### src/rtl/gray_arb_pkg.sv
// Shared definitions for the Gray-decode arbiter: FSM state encoding and the
// ceil(log2) helper used to size requester IDs.
package gray_arb_pkg;

  typedef enum logic {
    IDLE = 1'b0,
    HOLD = 1'b1
  } arb_state_e;

  function automatic int clog2(input int value);
    int result;
    result = 0;
    while ((1 << result) < value) result++;
    return result;
  endfunction

endpackage

### src/rtl/gray_to_bin_comb.sv
// Purely combinational Gray-to-binary converter: each binary bit is the XOR of
// all Gray bits at or above its position.
module gray_to_bin_comb #(
  parameter int WIDTH = 4
) (
  input  logic [WIDTH-1:0] gray,
  output logic [WIDTH-1:0] binary
);

  // NOTE: every variable written in always_comb gets a value before it is
  // read or conditionally updated, so no latch can be inferred.
  always_comb begin
    logic [WIDTH-1:0] acc;
    acc            = '0;
    acc[WIDTH-1]   = gray[WIDTH-1];
    for (int i = WIDTH - 2; i >= 0; i--) begin
      acc[i] = acc[i+1] ^ gray[i];
    end
    binary = acc;
  end

endmodule

### src/rtl/gray_decode_arbiter.sv
// Round-robin arbiter sharing one Gray-to-binary decoder among NREQ requesters,
// with a single registered output slot tagged by the winning requester ID.
module gray_decode_arbiter
  import gray_arb_pkg::*;
#(
  parameter int WIDTH = 4,
  parameter int NREQ  = 4,
  parameter int IDW   = clog2(NREQ)
) (
  input  logic                  clk,
  input  logic                  rst,
  input  logic [NREQ-1:0]       req_valid,
  input  logic [NREQ*WIDTH-1:0] req_gray,
  output logic [NREQ-1:0]       req_ready,
  output logic                  out_valid,
  input  logic                  out_ready,
  output logic [WIDTH-1:0]      out_binary,
  output logic [IDW-1:0]        out_id
);

  arb_state_e       state_q, state_d;
  logic [IDW-1:0]   rr_ptr_q, rr_ptr_d;
  logic [WIDTH-1:0] out_binary_q, out_binary_d;
  logic [IDW-1:0]   out_id_q, out_id_d;

  logic             load_en;
  logic             grant_found;
  logic [IDW-1:0]   grant_idx;
  logic             handshake;
  logic [WIDTH-1:0] win_gray;
  logic [WIDTH-1:0] win_binary;

  // The slot is free when empty or when the held word leaves this cycle.
  assign load_en = (state_q == IDLE) || (out_ready && (state_q == HOLD));

  // First valid requester scanning upward from rr_ptr, wrapping mod NREQ.
  always_comb begin
    logic [IDW-1:0] idx;
    grant_found = 1'b0;
    grant_idx   = '0;
    idx         = '0;
    for (int k = 0; k < NREQ; k++) begin
      idx = rr_ptr_q + IDW'(k);
      if (!grant_found && req_valid[idx]) begin
        grant_found = 1'b1;
        grant_idx   = idx;
      end
    end
  end

  always_comb begin
    req_ready = '0;
    if (!rst && load_en && grant_found) begin
      req_ready[grant_idx] = 1'b1;
    end
  end

  assign handshake = |(req_valid & req_ready);
  assign win_gray  = req_gray[grant_idx*WIDTH +: WIDTH];

  gray_to_bin_comb #(.WIDTH(WIDTH)) u_decode (
    .gray   (win_gray),
    .binary (win_binary)
  );

  always_comb begin
    state_d      = state_q;
    rr_ptr_d     = rr_ptr_q;
    out_binary_d = out_binary_q;
    out_id_d     = out_id_q;
    if (handshake) begin
      state_d      = HOLD;
      rr_ptr_d     = grant_idx + IDW'(1);
      out_binary_d = win_binary;
      out_id_d     = grant_idx;
    end else if ((state_q == HOLD) && out_ready) begin
      state_d = IDLE;
    end
  end

  // NOTE: sequential state uses non-blocking assignments so every register
  // samples the pre-edge values regardless of statement order.
  always_ff @(posedge clk) begin
    if (rst) begin
      state_q      <= IDLE;
      rr_ptr_q     <= '0;
      out_binary_q <= '0;
      out_id_q     <= '0;
    end else begin
      state_q      <= state_d;
      rr_ptr_q     <= rr_ptr_d;
      out_binary_q <= out_binary_d;
      out_id_q     <= out_id_d;
    end
  end

  assign out_valid  = (state_q == HOLD);
  assign out_binary = out_binary_q;
  assign out_id     = out_id_q;

endmodule

### config.mk
export PLATFORM = sky130hd
export DESIGN_NAME = gray_decode_arbiter
export DESIGN_NICKNAME = d
export VERILOG_FILES = /design/src/rtl/gray_arb_pkg.sv /design/src/rtl/gray_to_bin_comb.sv /design/src/rtl/gray_decode_arbiter.sv
export SDC_FILE = /design/constraint.sdc
export NUM_CORES = 1
export LEC_CHECK = 0
export CORE_MARGIN = 2
export CORE_UTILIZATION = 30
export CTS_CLUSTER_DIAMETER = 50
export DETAILED_ROUTE_END_ITERATION = 8
export DONT_BUFFER_PORTS = 1
export SYNTH_ARGS = -nofsm -noshare
export SYNTH_HDL_FRONTEND = slang
export SYNTH_SLANG_ARGS = --single-unit
### constraint.sdc
create_clock -name clk -period 2.7 [get_ports clk]
set_input_delay 0.405 -clock clk [delete_from_list [all_inputs] [get_ports clk]]
set_output_delay 0.405 -clock clk [all_outputs]
set_load 0.1 [all_outputs]
### After elaboration in Yosys (flattened, before gate mapping)

Index checks and enable logic that the tools add are counted.

* register bits after elaboration: 9
* input bits: 23
* output and inout bits: 11
* word-level logic and storage cells: 55

* $add $sub $neg: 4
* magnitude comparators: 6
* shift operators: 1
* mux-type cells: 21
* bitwise logic cells: 5
* reductions and logical operators: 14

Operators with widths (number)
* $shiftx A16 B5 Y4: 1
* $lt A2 B3 Y1 const B: 5
* $mux W1: 11
* $bmux W1 S2: 4
* $mux W2: 4
* $logic_and A1 B1 Y1: 7
* $add A2 B1 Y2 const B: 2
* $add A2 B2 Y2 const B: 2
* $and A4 B4 Y4: 1
* $logic_not A1 Y1: 4
* $mux W4: 1
* $reduce_or A4 Y1: 1
* $xor A1 B1 Y1: 3
* $demux W1 S2: 1
* $ge A2 B1 Y1 const B: 1
* $reduce_bool A2 Y1: 1
* $logic_or A1 B1 Y1: 1
* $not A1 Y1: 1

### Longest topological paths before layout

Gate-level depths: netlist of run 1.

* depth after elaboration: 20
* mapped depth: 10
* gate-level depth less buffers: 8

### Modules after synthesis

From an unflattened synthesis of run 1, not the netlist that was laid out.

* cell total of the unflattened synthesis: 75
* area, all modules: 649.4 sq um

By module, submodules not included
* gray_decode_arbiter: times used 1, cells an instance 70, area an instance 599.3 sq um, sequential area each 180.2 sq um
* gray_to_bin_comb: times used 1, cells an instance 5, area an instance 50.0 sq um, sequential area each 0.0 sq um

### Worst setup path before layout of run 1

Ideal clock, no wire load.

* path kind: register to output
* start: register state_q, in the netlist out_valid
* end: output port req_ready[2]
* arrival: 3783 ps
* required time: 2295 ps
* slack: -1488 ps
* cell stages (with the launch flop): 4
* path buffers: 0
* path through: dfxtp_1 > a21oi_1 > nand2b_1 > nor3b_1

* longest elaborated chain between the ends: 5
* elaborated cells between the ends (all ways): 6
* classes of those cells: mux (1); bitwise (1); reduce/logical (4)

RTL lines
* from (decl): line gray_decode_arbiter.sv:21 `arb_state_e state_q, state_d;`
* from (signal assigned): line gray_decode_arbiter.sv:90 `state_q <= state_d;`
* $logic_and A1 B1 Y1 or $not A1 Y1 (tied branches): line gray_decode_arbiter.sv:34 `assign load_en = (state_q == IDLE) || (out_ready && (state_q == HOLD));`
* $logic_or A1 B1 Y1 *: line gray_decode_arbiter.sv:34
* $logic_and A1 B1 Y1 * (2 in a row): line gray_decode_arbiter.sv:53 `if (!rst && load_en && grant_found) begin`
* $mux W4 *: line gray_decode_arbiter.sv:53
* to (decl): line gray_decode_arbiter.sv:14 `output logic [NREQ-1:0] req_ready,`

Mark *: on every way between the ends. The rest lies on a longest branch, timed or not.

### Worst setup path after layout of run 1

* start: register rr_ptr_q[1]
* end: register out_binary_q[0], in the netlist out_binary[0]

* longest elaborated chain between the ends: 19
* elaborated cells between the ends (all ways): 38
* classes of those cells: add/sub (3); order compare (2); shift (1); mux (19); bitwise (4); reduce/logical (9)

RTL lines
* from (decl): line gray_decode_arbiter.sv:22 `logic [IDW-1:0] rr_ptr_q, rr_ptr_d;`
* from (signal assigned): line gray_decode_arbiter.sv:91 `rr_ptr_q <= rr_ptr_d;`
* branches (longest 19 deep; another with $lt A2 B3 Y1)
* to (signal assigned): line gray_decode_arbiter.sv:92 `out_binary_q <= out_binary_d;`
* to (decl): line gray_decode_arbiter.sv:23 `logic [WIDTH-1:0] out_binary_q, out_binary_d;`

Several ways; the timed one is not identified. The select of a mux whose other input is x is not followed.
A chain may end at the register's enable or synchronous reset.

==> out/results.tsv, run 1 <==
metric	value	unit
hp-class	input pin to register	
fin_skew	5.259	ps
drt_iter0_markers	11	
place.gp.congestion	0.7199	
finalWorstSetupSlack	212.9	ps
yosys.area.top_type	dfxtp_1	
finalHoldViolCount	0	
io_pins	34	
ff_latch_area	180.2	sq um
area_growth	29.14	%
synth_area	656.9	sq um
clk_pin_slew	60	ps
die_x	50.80	um
antenna_found_initial	0	
route.detailed.drc	0	
finalCritPeriodShare	92.12	%
cp-end-kind	register	
insertion_delay	260	ps
via_per_inst	5.162	
grt_max_degree	12	
max_freq	0.4021	GHz
die-area	2580	sq um
root_buffer	clkbuf_4	
power	0.6230	mW
ys_ff_latch	9	
async_reset_ff_share	0	%
synth_edf_count	0	
fin_nets	108	
overflow	0	
power_density	734.4	nW/um^2
ys.flop_type	dfxtp_1	
power_leakage	0.3403	nW
rows	16	
cts_tree	done	
wl	1379	um
rsz0062_at_grt	no	
synth-seq-area-share	27.43	%
synthTopCellsByArea	dfxtp_1 (27%), mux2i_1 (21%), nor2_1 (6.3%)	
hpwl	1110	um
slew_headroom	34.09	%
slew_violations	0	
vias	573	
ctsHoldBuffers	0	
grtUsageTotal	12.16	%
cp.required	2870	ps
drv_cap	0	
status	finished clean	
grt_pass1_wl	2366	um
ys_types	26	
numCtsBuffers	3	
multi_input_area	483.0	sq um
clockBufferDepth	2	
dp_slack	115.7	ps
netlist_instances	76	
diodes	0	
port_buffers	0	
cp-start-kind	register	
syn_nets	99	
yosys-top-cells-count	mux2i_1 (14), nor2_1 (11), dfxtp_1 (9)	
finalSetupTns	0	ps
fillers	203	
arrival	2660	ps
fp.dieH	50.80	um
criticalPathCategory	register to register	
floorplan.initialDensity	32.49	%
final_util	41.96	%
ys_warn_count	0	
worst_pin_slew	987.2	ps
fin_crit	2487	ps
drt_first_pass_iters	4	
synth_top_area_share	27.43	%
path_max_fanout	6	
syn_avg_cell_area	8.643	sq um
core_area	2022	sq um
rrSetupSlack	210	ps
synth.most_common_cell	mux2i_1	
ir_drop	0.0005180	V
postRouteAntennaNets	0	
setup_viol	0	
ctsHtreeMaxLevel	1	
grt_pass1_vias	537	
clock-sinks	9	
drive_gt1_share	26.19	%
post_drt_wl_per_cell	12.42	um
## path summary, 6_finish.rpt
kind,cells past startpoint,start,to
setup reg to reg,8,rr_ptr_q[1],out_binary[0]
hold / removal,1,rst,out_binary[3]
hold reg to reg,2,rr_ptr_q[0],rr_ptr_q[0]
setup / recovery,8,rr_ptr_q[1],out_binary[0]
## timing repair
item / in CTS / in global routing
endpoints found under the setup margin: 0 / 2
gates resized for setup: 0 / 2
buffers inserted: 0 / 0
## cells in the final DEF, fill, tap and decap left out, types with 3 or more instances in the layout
cell / Yosys / routed
mux2i_1: 14 / 14
nor2_1: 11 / 10
dfxtp_1: 9 / 9
a21oi_1: 7 / 6
buf_12: 0 / 4
inv_1: 3 / 3
nand2b_1: 3 / 3
a211oi_1: 3 / 3
mux2_2: 3 / 3
clkbuf_4: 0 / 3
buf_4: 0 / 3
## per-stage QoR
stage	cells	hold WS (ps)	instance area [sq um]
after floorplan	76	491.0	690.7
after global placement	107	477.4	810.8
after detailed placement	107	481.2	810.8
after CTS	111	204.0	837.1
after global routing	111	198.3	848.3
final	111	212.3	848.3
## layout make-up
class                      instances  share of cell area (%)
sequential                         9                   21.24
timing repair buffer               8                   13.42
multi-input combinational         60                   56.93
inverter                           3                   1.327
clock buffer                       4                   3.097
tap                               27                   3.982
## state kept, by name, summed over array words and instances (netlist names)
signal and flops:
out_binary 4, out_valid 1, rr_ptr_q 2, out_id 2
## power by group
group	internal, mW	total, mW	switching, mW	leakage (nW)
clock network	0.0566	0.0987	0.0420	0.0150
logic	0.114	0.252	0.138	0.251
registers	0.153	0.272	0.120	0.0748
## per-layer routing
layer	up-vias	wire, um	track usage, %
met5	-	0	0
met2	24	629	18.20
li1	285	-	-
met3	0	149	6.845
met4	0	0	1.351
met1	264	601	15.69
## cell families (layout without fill, tap and decap cells)
kind of cell / count (synthesis) / in the layout / synth area share [%]
AND/OR/NAND/NOR: 26 / 26 / 20.00
multiplexers: 18 / 18 / 28.76
AO/OA/AOI/OAI: 13 / 13 / 14.48
flip-flops: 9 / 9 / 27.43
buffers and inverters: 7 / 15 / 5.331
XOR/XNOR: 3 / 3 / 4.001
## critical path, cell delays in order (launching register included)
cell and delay [ps]:
dfxtp_1 470, mux2i_1 220, nor2_1 80, a311oi_4 380, mux2i_1 130, mux2_2 310, xor2_2 270, mux2_4 330
nor4_2 200
No activity file was read; power rests on OpenSTA's default activity.
==> inputs of run 2 (changes only) <==
--- a/config.mk
+++ b/config.mk
@@ -5,11 +5,14 @@
 export SDC_FILE = /design/constraint.sdc
 export NUM_CORES = 1
 export LEC_CHECK = 0
+export CELL_PAD_IN_SITES_DETAIL_PLACEMENT = 2
+export CELL_PAD_IN_SITES_GLOBAL_PLACEMENT = 2
 export CORE_MARGIN = 2
 export CORE_UTILIZATION = 30
 export CTS_CLUSTER_DIAMETER = 50
 export DETAILED_ROUTE_END_ITERATION = 8
 export DONT_BUFFER_PORTS = 1
+export PLACE_DENSITY_LB_ADDON = 0.1
 export SYNTH_ARGS = -nofsm -noshare
 export SYNTH_HDL_FRONTEND = slang
 export SYNTH_SLANG_ARGS = --single-unit
==> out/results.tsv, run 2 (synthesized netlist as in run 1, its figures left out) <==
metric	value	unit	change
route.detailed.drc	0		unchanged
grtUsageTotal	14.49	%	+2.3 points
post_cts_buffers	0		unchanged
largest_reg_flops	4		unchanged
hp-class	input pin to register		
io_pins	34		unchanged
status	finished clean		
power_leakage	0.3430	nW	+0.79%
final_common_cell	mux2i_1		
ctsHtreeMaxLevel	1		unchanged
slew_violations	0		unchanged
path_cells	mux2i_1 -> nor2_1 -> a311oi_4 -> buf_4 -> nand2_1 -> nor2_4 -> buf_12		
rows	16		unchanged
ctsHoldBuffers	0		unchanged
criticalPathCategory	register to output pin		
fin_crit	2463	ps	-24.49 ps
grt_pass1_vias	592		+10%
fin_nets	109		+0.93%
numCtsBuffers	3		unchanged
path_max_fanout	11		+5
core_area	2022	sq um	unchanged
port_buffers	0		unchanged
drt_iter0_markers	2		-9
diodes	0		unchanged
drive_gt1_share	25.88	%	-0.31 points
rrSetupSlack	280	ps	+70 ps
fin_skew	4.295	ps	-0.9642 ps
fp.dieH	50.80	um	unchanged
final_cell_mix	mux2i_1 (14), nor2_1 (10), dfxtp_1 (9)		
clockBufferDepth	2		unchanged
postRouteAntennaNets	0		unchanged
clk_pin_slew	70	ps	about the same
die_x	50.80	um	unchanged
slew_headroom	34.35	%	+0.26 points
dpl_cell_area	818.3	sq um	+0.93%
drv_cap	0		unchanged
rsz0062_at_grt	no		
max_freq	0.4061	GHz	+0.99%
cp-start-kind	register		
drt_first_pass_iters	2		-2
overflow	0		unchanged
via_per_inst	5.232		+1.4%
arrival	2060	ps	-600 ps
floorplan.initialDensity	32.49	%	unchanged
critPathMaxStageDelay	400	ps	-70 ps
finalHoldViolCount	0		unchanged
root_buffer	clkbuf_4		
post_cts_resized	0		unchanged
cp-end-kind	output pin		
die-area	2580	sq um	unchanged
post_drt_wl_per_cell	14.85	um	+20%
insertion_delay	270	ps	about the same
grt_max_degree	12		unchanged
grt_pass1_wl	2808	um	+19%
finalCritPeriodShare	91.21	%	-0.91 points
cp.required	2300	ps	-570 ps
area_growth	28.57	%	
cts_tree	done		
ir_drop	0.0003324	V	-36%
clock-sinks	9		unchanged
antenna_found_initial	0		unchanged
power	0.6336	mW	+1.7%
wl	1663	um	+21%
setup_viol	0		unchanged
stdcell_area	844.6	sq um	-0.44%
finalSetupTns	0	ps	unchanged
cpMaxStageDelayCell	a311oi_4		
place.gp.congestion	0.7153		-0.64%
worst_pin_slew	983.3	ps	-3.907 ps
power_density	750.2	nW/um^2	+2.2%
hpwl	1356	um	+22%
vias	586		+2.3%
run 2: power by group:
group	switching, mW	total [mW]	internal, mW
Sequential	0.116	0.269	0.152
Clock	0.0515	0.109	0.0572
Combinational	0.143	0.256	0.113
Total	0.311	0.634	0.323
run 2: metal layers:
layer  GRT usage, %  wire length (um)  up-vias
li1               -                 -      288
met1          18.48               718      279
met2          24.12               867       17
met3          1.786                59        2
met4          6.757                17        0
met5              0                 0        -
run 2: stage by stage:
step / setup WS [ps] / std cells / hold slack, ps / util (%)
3_5_place_dp: 213.0 / 108 / 478.4 / 40.47
4_1_cts: 140.6 / 112 / 192.0 / 41.77
5_1_grt: 33.00 / 112 / 188.4 / 41.77
2_1_floorplan: 6.934 / 76 / 491.0 / -
6_report: 237.4 / 112 / 200.7 / 41.77
3_3_place_gp: 306.4 / 108 / 476.3 / 40.47
run 2: final timing paths:
check | endpoint | start | depth (start not counted)
min reg2reg | rr_ptr_q[0] | rr_ptr_q[0] | 2
max reg2reg | out_binary[0] | rr_ptr_q[1] | 9
min | out_valid | rst | 1
max | req_ready[1] | rr_ptr_q[1] | 7
run 2: layout make-up:
class                   instances  area, sq um
inverters                       3        11.26
clock buffers                   4        26.28
well taps                      27        33.78
fillers                       233         1177
flip-flops and latches          9        180.2
repair buffers                  9        117.6
multi-input cells              60        475.5
run 2: worst max-delay path, delay by kind of cell (launching register included):
| kind | cells | cell delay, ps |
|---|---|---|
| muxes | 1 | 200 |
| AOI/OAI and AO/OA | 1 | 400 |
| DFF | 1 | 380 |
| and+or+nand+nor | 3 | 330 |
| buffers and inverters | 2 | 490 |
==> inputs of run 3 (changes only) <==
--- a/config.mk
+++ b/config.mk
@@ -7,7 +7,6 @@
 export LEC_CHECK = 0
 export CELL_PAD_IN_SITES_DETAIL_PLACEMENT = 2
 export CELL_PAD_IN_SITES_GLOBAL_PLACEMENT = 2
-export CORE_MARGIN = 2
 export CORE_UTILIZATION = 30
 export CTS_CLUSTER_DIAMETER = 50
 export DETAILED_ROUTE_END_ITERATION = 8
==> out/results.tsv, run 3 (synthesized netlist as in run 1, its figures left out) <==
metric	value	unit	change
status	finished clean		
core_area	2002	sq um	-0.99%
clock-sinks	9		unchanged
timing.rr.start	rr_ptr_q[1]		
clockBufferDepth	2		unchanged
via_per_inst	5.226		-0.12%
fp.dieH	48.80	um	-3.9%
overflow	0		unchanged
cpMostUsedCell	a21oi_1		
power_frac_clock	16.2	%	-1.0 points
path_cells	a21oi_1 -> o21ai_0 -> a21oi_1 -> buf_4 -> nor3b_4 -> buf_12		
post_drt_wl_per_cell	16.80	um	+13%
diodes	0		unchanged
post_cts_resized	0		unchanged
critPathMaxStageDelay	450	ps	+50 ps
max_freq	0.3942	GHz	-2.9%
route.detailed.drc	0		unchanged
worst_hold_slack	209.5	ps	+8.800 ps
cp.required	2300	ps	about the same
io_pins	34		unchanged
root_buffer	clkbuf_4		
hpwl	1446	um	+6.7%
hp-start	rst		
place.gp.congestion	0.7125		-0.39%
fin_nets	112		+2.8%
fin_crit	2537	ps	+74.44 ps
critPathLaunch	rr_ptr_q[1]		
fin_skew	2.852	ps	-1.443 ps
cts_tree	done		
floorplan.initialDensity	32.81	%	+0.32 points
combPwrFrac	41.3	%	+0.8 points
p_int	0.3311	mW	+2.6%
port_buffers	0		unchanged
insertion_delay	260	ps	about the same
cp-end-kind	output pin		
wl	1932	um	+16%
arrival	2130	ps	+70 ps
path_max_fanout	7		-4
final_common_cell	mux2i_1		
die-area	2381	sq um	-7.7%
cp-start-kind	register		
ctsHtreeMaxLevel	1		unchanged
postRouteAntennaNets	0		unchanged
drt_iter0_markers	6		+4
finalSetupTns	0	ps	unchanged
slew_violations	0		unchanged
power	0.6439	mW	+1.6%
grtUsageTotal	16.70	%	+2.2 points
grt_pass1_wl	3022	um	+7.6%
p_switching	0.3128	mW	+0.61%
numCtsBuffers	3		unchanged
cpMaxStageDelayCell	a21oi_1		
clk_pin_slew	60	ps	about the same
worst_pin_slew	990.4	ps	+7.055 ps
p_seq_share	42.4	%	about the same
hp-class	input pin to register		
finalHoldViolCount	0		unchanged
switching_share	48.57	%	-0.48 points
grt_max_degree	12		unchanged
final_cell_mix	mux2i_1 (14), nor2_1 (10), dfxtp_1 (9)		
ir_drop	0.0003000	V	-9.7%
area_growth	32.00	%	
rows	16		unchanged
largest_reg_flops	4		unchanged
slew_headroom	33.88	%	-0.47 points
die_x	48.80	um	-3.9%
finalCritPeriodShare	93.97	%	+2.8 points
drive_gt1_share	28.41	%	+2.5 points
criticalPathCategory	register to output pin		
power_leakage	0.3577	nW	+4.3%
drt_first_pass_iters	3		+1
grt_pass1_vias	629		+6.3%
antenna_found_initial	0		unchanged
vias	601		+2.6%
drv_cap	0		unchanged
setup_viol	0		unchanged
power_density	742.6	nW/um^2	-1.0%
[run 3: changes by cell type in the layout (fill, tap and decap cells not counted)]
cell	previous run	this run
buf_4	5	8
[run 3: power by group through the flow]
stage | logic (mW) | registers [mW] | clock network [mW]
5_1_grt | 0.286 | 0.276 | 0.119
4_1_cts | 0.258 | 0.273 | 0.111
3_5_place_dp | 0.257 | 0.275 | 0
2_1_floorplan | 0.196 | 0.273 | 0
3_3_place_gp | 0.253 | 0.274 | 0
6_report | 0.266 | 0.273 | 0.105
[run 3: metal layers]
layer / GRT usage, % / part of all wire [%] / vias to the layer above
li1: - / - / 294
met1: 18.58 / 39 / 291
met2: 31.25 / 58 / 16
met3: 4.050 / 3.3 / 0
met4: 4.412 / 0 / 0
met5: 0 / 0 / -
[run 3: layout make-up]
class                           instances  area (sq um)
Inverter                                3         11.26
Tap cell                               27         33.78
Sequential cell                         9         180.2
Timing Repair Buffer                   12         140.1
Fill cell                             226          1135
Clock buffer                            4         26.28
Multi-Input combinational cell         60         475.5
[run 3: worst paths after layout]
| kind | endpoint | slack, ps | cells after the start |
|---|---|---|---|
| max reg2reg | out_binary[0] | 240 | 7 |
| min | out_valid | 210 | 1 |
| min reg2reg | rr_ptr_q[0] | 550 | 2 |
| max | req_ready[2] | 160 | 6 |
[run 3: critical path: cells and delay by family (launching register included)]
family / cells / cell delay (ps)
compound gates: 3 / 760
buf+inv: 2 / 480
flops: 1 / 390
simple gates: 1 / 230
[run 3: metrics by stage]
| step | instances | utilization [%] | setup slack, ps | instance area, sq um |
|---|---|---|---|---|
| after floorplan | 76 | - | 6.934 | 690.7 |
| final | 115 | 43.31 | 162.9 | 867.1 |
| after detailed placement | 108 | 40.88 | 79.56 | 818.3 |
| after global placement | 108 | 40.88 | 185.9 | 818.3 |
| after CTS | 112 | 42.19 | 17.90 | 844.6 |
| after global routing | 115 | 43.31 | -13.46 | 867.1 |
[run 3: what timing repair did]
item | CTS | global route
hold buffers | 0 | 0
setup buffers | 0 | 3
hold endpoints to repair | 0 | 0
setup endpoints to repair | 0 | 3
